`src/rtl/flash_arb_pkg.sv`:
```
// Shared constants for the quad-SPI flash bus arbiter: FSM encodings,
// master indices and the pad values driven whenever nobody owns the flash.
package flash_arb_pkg;

  localparam logic [1:0] ST_IDLE  = 2'd0;
  localparam logic [1:0] ST_OWN   = 2'd1;
  localparam logic [1:0] ST_GUARD = 2'd2;

  localparam logic MST_CPU = 1'b0;
  localparam logic MST_DBG = 1'b1;

  localparam logic       IDLE_NCE  = 1'b1;
  localparam logic       IDLE_SCLK = 1'b0;
  localparam logic       IDLE_OE   = 1'b0;
  localparam logic       IDLE_QPI  = 1'b0;
  localparam logic [3:0] IDLE_SOUT = 4'h0;

  function automatic logic [1:0] mst_onehot(input logic idx);
    return (idx == MST_DBG) ? 2'b10 : 2'b01;
  endfunction

endpackage

```
`src/rtl/flash_bus_arb.sv`:
```
// Two-master arbiter for the configuration flash: round-robin ownership,
// a forced nCE-high guard gap between owners, and an advisory yield hint.
module flash_bus_arb
  import flash_arb_pkg::*;
#(
  parameter int GUARD_CYCLES = 2,
  parameter int MAX_HOLD     = 4096,
  parameter int CNT_W        = 16
) (
  input  logic       clk,
  input  logic       rstn,
  input  logic [1:0] m_req,
  output logic [1:0] m_gnt,
  output logic [1:0] m_preempt,
  input  logic [1:0] m_nce,
  input  logic [1:0] m_sclk,
  input  logic [7:0] m_sout,
  input  logic [1:0] m_oe,
  input  logic [1:0] m_bus_qpi,
  output logic [3:0] m_sin,
  output logic       flash_nce,
  output logic       flash_sclk,
  output logic [3:0] flash_sout,
  output logic       flash_oe,
  output logic       flash_bus_qpi,
  output logic       flash_selected,
  input  logic [3:0] flash_sin,
  output logic       err_abort
);

  localparam int GW = (GUARD_CYCLES < 2) ? 1 : $clog2(GUARD_CYCLES + 1);
  localparam logic [GW-1:0]    GUARD_LD = GW'(GUARD_CYCLES);
  localparam logic [CNT_W-1:0] HOLD_LIM = CNT_W'(MAX_HOLD);
  localparam logic             HOLD_EN  = (MAX_HOLD != 0);

  logic [1:0]       state_q, state_d;
  logic             owner_q, owner_d;
  logic             last_owner_q, last_owner_d;
  logic [GW-1:0]    guard_cnt_q, guard_cnt_d;
  logic [CNT_W-1:0] hold_cnt_q, hold_cnt_d;
  logic [1:0]       gnt_q, gnt_d;
  logic             err_q, err_d;

  logic own, req_own, nce_own, req_other;

  assign own       = (state_q == ST_OWN);
  assign req_own   = m_req[owner_q];
  assign nce_own   = m_nce[owner_q];
  assign req_other = m_req[~owner_q];

  always_comb begin
    state_d      = state_q;
    owner_d      = owner_q;
    last_owner_d = last_owner_q;
    guard_cnt_d  = guard_cnt_q;
    hold_cnt_d   = hold_cnt_q;
    gnt_d        = gnt_q;
    err_d        = 1'b0;
    case (state_q)
      ST_IDLE: begin
        if (|m_req) begin
          // On contention the master that did not own last goes next.
          if (&m_req) owner_d = ~last_owner_q;
          else        owner_d = m_req[MST_DBG] ? MST_DBG : MST_CPU;
          gnt_d      = mst_onehot(owner_d);
          hold_cnt_d = '0;
          state_d    = ST_OWN;
        end
      end
      ST_OWN: begin
        if (!req_own) begin
          // Dropping req with nCE still low truncates a transfer; the pads
          // go idle next cycle either way, but software gets told.
          state_d      = ST_GUARD;
          gnt_d        = 2'b00;
          last_owner_d = owner_q;
          guard_cnt_d  = GUARD_LD;
          err_d        = ~nce_own;
        end else if (hold_cnt_q != '1) begin
          hold_cnt_d = hold_cnt_q + 1'b1;
        end
      end
      ST_GUARD: begin
        if (guard_cnt_q <= GW'(1)) state_d = ST_IDLE;
        else                       guard_cnt_d = guard_cnt_q - 1'b1;
      end
      default: begin
        state_d     = ST_GUARD;
        guard_cnt_d = GUARD_LD;
        gnt_d       = 2'b00;
      end
    endcase
  end

  always_ff @(posedge clk or negedge rstn) begin
    if (!rstn) begin
      state_q      <= ST_GUARD;
      owner_q      <= MST_CPU;
      last_owner_q <= MST_DBG;
      guard_cnt_q  <= GUARD_LD;
      hold_cnt_q   <= '0;
      gnt_q        <= 2'b00;
      err_q        <= 1'b0;
    end else begin
      state_q      <= state_d;
      owner_q      <= owner_d;
      last_owner_q <= last_owner_d;
      guard_cnt_q  <= guard_cnt_d;
      hold_cnt_q   <= hold_cnt_d;
      gnt_q        <= gnt_d;
      err_q        <= err_d;
    end
  end

  // Pads follow the owner only while in OWN, so reset and GUARD force
  // nCE high with no dependence on the requesting masters.
  always_comb begin
    flash_nce      = IDLE_NCE;
    flash_sclk     = IDLE_SCLK;
    flash_sout     = IDLE_SOUT;
    flash_oe       = IDLE_OE;
    flash_bus_qpi  = IDLE_QPI;
    if (own) begin
      flash_nce     = m_nce[owner_q];
      flash_sclk    = m_sclk[owner_q];
      flash_sout    = owner_q ? m_sout[7:4] : m_sout[3:0];
      flash_oe      = m_oe[owner_q];
      flash_bus_qpi = m_bus_qpi[owner_q];
    end
  end

  assign flash_selected = own;
  assign m_sin          = flash_sin;
  assign m_gnt          = gnt_q;
  assign err_abort      = err_q;
  assign m_preempt      = (own && HOLD_EN && (hold_cnt_q >= HOLD_LIM) && req_other)
                          ? mst_onehot(owner_q) : 2'b00;

endmodule

```
`config.mk`:
```
export PLATFORM = sky130hd
export DESIGN_NAME = flash_bus_arb
export DESIGN_NICKNAME = d
export VERILOG_FILES = /design/src/rtl/flash_arb_pkg.sv /design/src/rtl/flash_bus_arb.sv
export SDC_FILE = /design/constraint.sdc
export NUM_CORES = 1
export LEC_CHECK = 0
export ABC_AREA = 1
export CAP_MARGIN = 10
export CORE_MARGIN = 2
export CORE_UTILIZATION = 24
export DETAILED_ROUTE_END_ITERATION = 8
export PLACE_DENSITY = 0.48
export SETUP_SLACK_MARGIN = 0.02
export SYNTH_ARGS = -nofsm -noshare
export SYNTH_HDL_FRONTEND = slang
export SYNTH_SLANG_ARGS = --single-unit
```
`constraint.sdc`:
```
create_clock -name clk -period 4.7 [get_ports clk]
set_input_delay 1.41 -clock clk [delete_from_list [all_inputs] [get_ports clk]]
set_output_delay 1.41 -clock clk [all_outputs]
set_load 0.01 [all_outputs]
```
==> results.json <==
{
  "setup_viol": 0,
  "rr_endpoint": "hold_cnt_q[8]$_DFFE_PN0P_",
  "setup_slack_ns": 0.578,
  "syn_inst": 224,
  "synth_edf_count": 0,
  "rrSetupSlack_ns": 2.75,
  "drcViolationCount": 0,
  "worst_slew_pin_slew_ns": 0.374,
  "worst_setup_path_start_kind": "primary input",
  "avgSynthCellArea_um2": 7.12,
  "num_antenna_cells": 0,
  "cap_viol_max_count": 0,
  "drive_gt1_share_pct": 7.87,
  "outcome": "finished clean",
  "fin_skew_ns": 0.00411,
  "pwr-share-comb_pct": 41.9,
  "vias_per_cell": 4.37,
  "final_nets": 282,
  "netlist.area_leader.share_pct": 34.5,
  "dr.pass1.iters": 4,
  "rsz0062_at_grt": "no",
  "r2r_cells": 7,
  "p_per_area_mw_per_mm2": 365,
  "crit_arrival_ns": 2.71,
  "io_pins": 42,
  "clock.fmax_mhz": 243,
  "path_cells": "clkdlybuf4s50_1 -> inv_1 -> nor3_1 -> clkdlybuf4s50_1",
  "grt_pass1_wl_um": 6420,
  "synth_area_mm2": 0.00160,
  "synth_mux_area_share_pct": 0,
  "postCtsHoldBufs": 0,
  "cts-root-buf": "clkbuf_8",
  "crit_required_ns": 3.29,
  "seq_power_share_pct": 40.3,
  "final.min_clock_period_ns": 4.12,
  "antenna_left": 0,
  "start_util_pct": 25.0,
  "p_leak_uw": 0.000863,
  "min-delay-start": "guard_cnt_q[1]$_DFFE_PN1P_",
  "yosysUniqueCellTypes": 27,
  "dr_total_vias": 1446,
  "routabilityCongestion": 0.795,
  "hold_depth": 2,
  "pwr-share-clk_pct": 17.8,
  "postCtsSetupRepairBufs": 0,
  "worstHoldPathType": "flip-flop to flip-flop",
  "seq_area_frac_synth_pct": 39.5,
  "antenna_found_initial": 0,
  "grt_pass1_vias": 1376,
  "yosysMostFrequentCell": "nand2_1",
  "routed_wl_um": 3640,
  "fp.dieH_um": 85.5,
  "dp.final_hpwl_um": 2700,
  "final_max_slew_viol_count": 0,
  "syn_nets": 251,
  "die-area_mm2": 0.00732,
  "finalHoldViolCount": 0,
  "yosys-top-cells-count": "nand2_1 (77), dfrtp_1 (22), inv_1 (20)",
  "vdd_drop_max_mv": 0.147,
  "cp_num_buf_inv": 3,
  "internal-power_uw": 441,
  "cts_buffer_depth": 2,
  "wl_per_cell_um": 11.0,
  "cp_top_family": "buffers and inverters",
  "cts_tree": "built",
  "cpPeakStageDelay_ns": 0.56,
  "async_reset_ff_share_pct": 100,
  "net-switching-power_uw": 295,
  "numCtsBuffers": 3,
  "grt_overflow_total": 0,
  "min_to": "guard_cnt_q[1]$_DFFE_PN1P_",
  "crit_fanout": 3,
  "grt_max_degree": 26,
  "crit_path_end_kind": "output port",
  "synthAdderAreaFrac_pct": 2.35,
  "synth_top_family_by_area": "simple AND/OR/NAND/NOR gates",
  "cts_sinks": 25,
  "areaGrowthSynthToFinish_pct": 26.4,
  "maxSlewHeadroom_pct": 75.0,
  "cpMostUsedCell": "clkdlybuf4s50_1",
  "yosysTopAreaCell": "dfrtp_1",
  "path_clk_slew_ns": 0.09,
  "initialDrtViolationCount": 46,
  "ys_seq_elements": 25,
  "finalCritPeriodShare_pct": 87.7,
  "ys_top_cells_by_area": "dfrtp_1 (35%), nand2_1 (18%), o21ai_0 (5.6%)",
  "io_buffers": 33,
  "synth-main-ff-cell": "dfrtp_1",
  "r2r-start": "owner_q$_DFFE_PN0P_",
  "die_w_um": 85.5,
  "synth_compound_gate_area_share_pct": 11.2,
  "grtUsageTotal_pct": 10.6,
  "yosys.area_share.xor_xnor_pct": 3.29,
  "insertion_delay_ns": 0.27,
  "ys_warn_count": 0,
  "sw_frac_of_total_pct": 40.0,
  "rows": 29,
  "num-fill-cells": 712,
  "slowest_stage": "clkdlybuf4s50_1",
  "pre_cts_ws_ns": 0.583,
  "cts_resized": 0,
  "h-tree-depth": 1,
  "synthSimpleGateAreaFrac_pct": 34.9,
  "worstSetupPathType": "primary input to output port",
  "core_mm2": 0.00639,
  "finalSetupTns_ns": 0
}
==> power by group through the flow <==
stage / combinational [µW] / sequential [µW] / clock, µW
finish: 308 / 297 / 131
global route: 350 / 306 / 145
CTS: 315 / 298 / 137
detailed placement: 313 / 303 / 0
global placement: 311 / 302 / 0
floorplan: 220 / 288 / 0
==> registers in the layout, indices dropped and copies added, names as in the netlist <==
signal / count
m_gnt: 2
guard_cnt_q: 2
last_owner_q: 1
err_abort: 1
owner_q: 1
hold_cnt_q: 16
state_q: 2
==> cell usage in the layout, fill, tap and decap left out, types with 2 or more instances in the layout <==
cell type,instances
o21ai_0,18
clkbuf_8,3
nor2_4,2
ha_1,3
nand2_4,2
inv_2,2
nand4_1,6
dfstp_2,3
xor2_1,4
dfrtp_1,22
nand2_1,77
clkdlybuf4s50_1,33
o21ai_1,2
nand3_1,14
nand2_2,5
inv_1,20
nor3_1,2
xnor2_1,2
a21oi_1,11
nor2_1,16
==> tightest hold or removal path: cells and delay by family, from the launching register on <==
kind	cells	cell delay (ns)
flip-flops	1	0.37
buffers and inverters	1	0.07
AO/OA/AOI/OAI	1	0.07
==> worst max-delay path by stage <==
stage | from | depth (start not counted) | end | slack (ns)
global route | m_req[1] | 4 | m_preempt[0] | 0.51
detailed placement | m_req[0] | 4 | m_preempt[1] | 0.58
global placement | m_req[0] | 4 | m_preempt[1] | 0.59
CTS | m_req[0] | 4 | m_preempt[1] | 0.58
finish | m_req[0] | 4 | m_preempt[1] | 0.58
floorplan | m_req[1] | 2 | m_preempt[0] | 1.53
==> layout make-up <==
cell class / instances / area, µm² / share of cell area [%]
Clock buffer: 4 / 45.0 / 2.23
Tap cell: 77 / 96.3 / 4.78
Inverter: 22 / 82.6 / 4.09
Sequential cell: 25 / 629 / 31.2
Multi-Input combinational cell: 169 / 826 / 40.9
Timing Repair Buffer: 34 / 338 / 16.7
==> through the flow <==
step | hold WS [ns] | power (µW) | utilization [%] | std cells | instance area [µm²]
6_report | 0.499 | 736 | 31.6 | 331 | 2020
5_1_grt | 0.531 | 802 | 31.6 | 331 | 2020
4_1_cts | 0.504 | 749 | 31.6 | 331 | 2020
3_5_place_dp | 0.490 | 616 | 30.9 | 327 | 1970
3_3_place_gp | 0.489 | 613 | 30.9 | 327 | 1970
2_1_floorplan | 0.464 | 507 | - | 224 | 1600
==> cell families (layout without fill, tap and decap cells) <==
group | count (synthesis) | in the layout
buffers and inverters | 30 | 60
flip-flops | 25 | 25
adder cells (fa/ha/maj) | 3 | 3
AND/OR/NAND/NOR | 126 | 126
XOR/XNOR | 6 | 6
AO/OA/AOI/OAI | 34 | 34
==> routing by layer <==
layer | share of wire, % | global-route usage (%) | wire, µm | up-vias
met2 | 43 | 17.0 | 1570 | 22
li1 | - | - | - | 779
met1 | 53 | 14.7 | 1920 | 643
met4 | 0.99 | 4.18 | 36 | 0
met5 | 0 | 0 | 0 | -
met3 | 3.0 | 1.25 | 110 | 2
(Power assumes the default switching activity.)
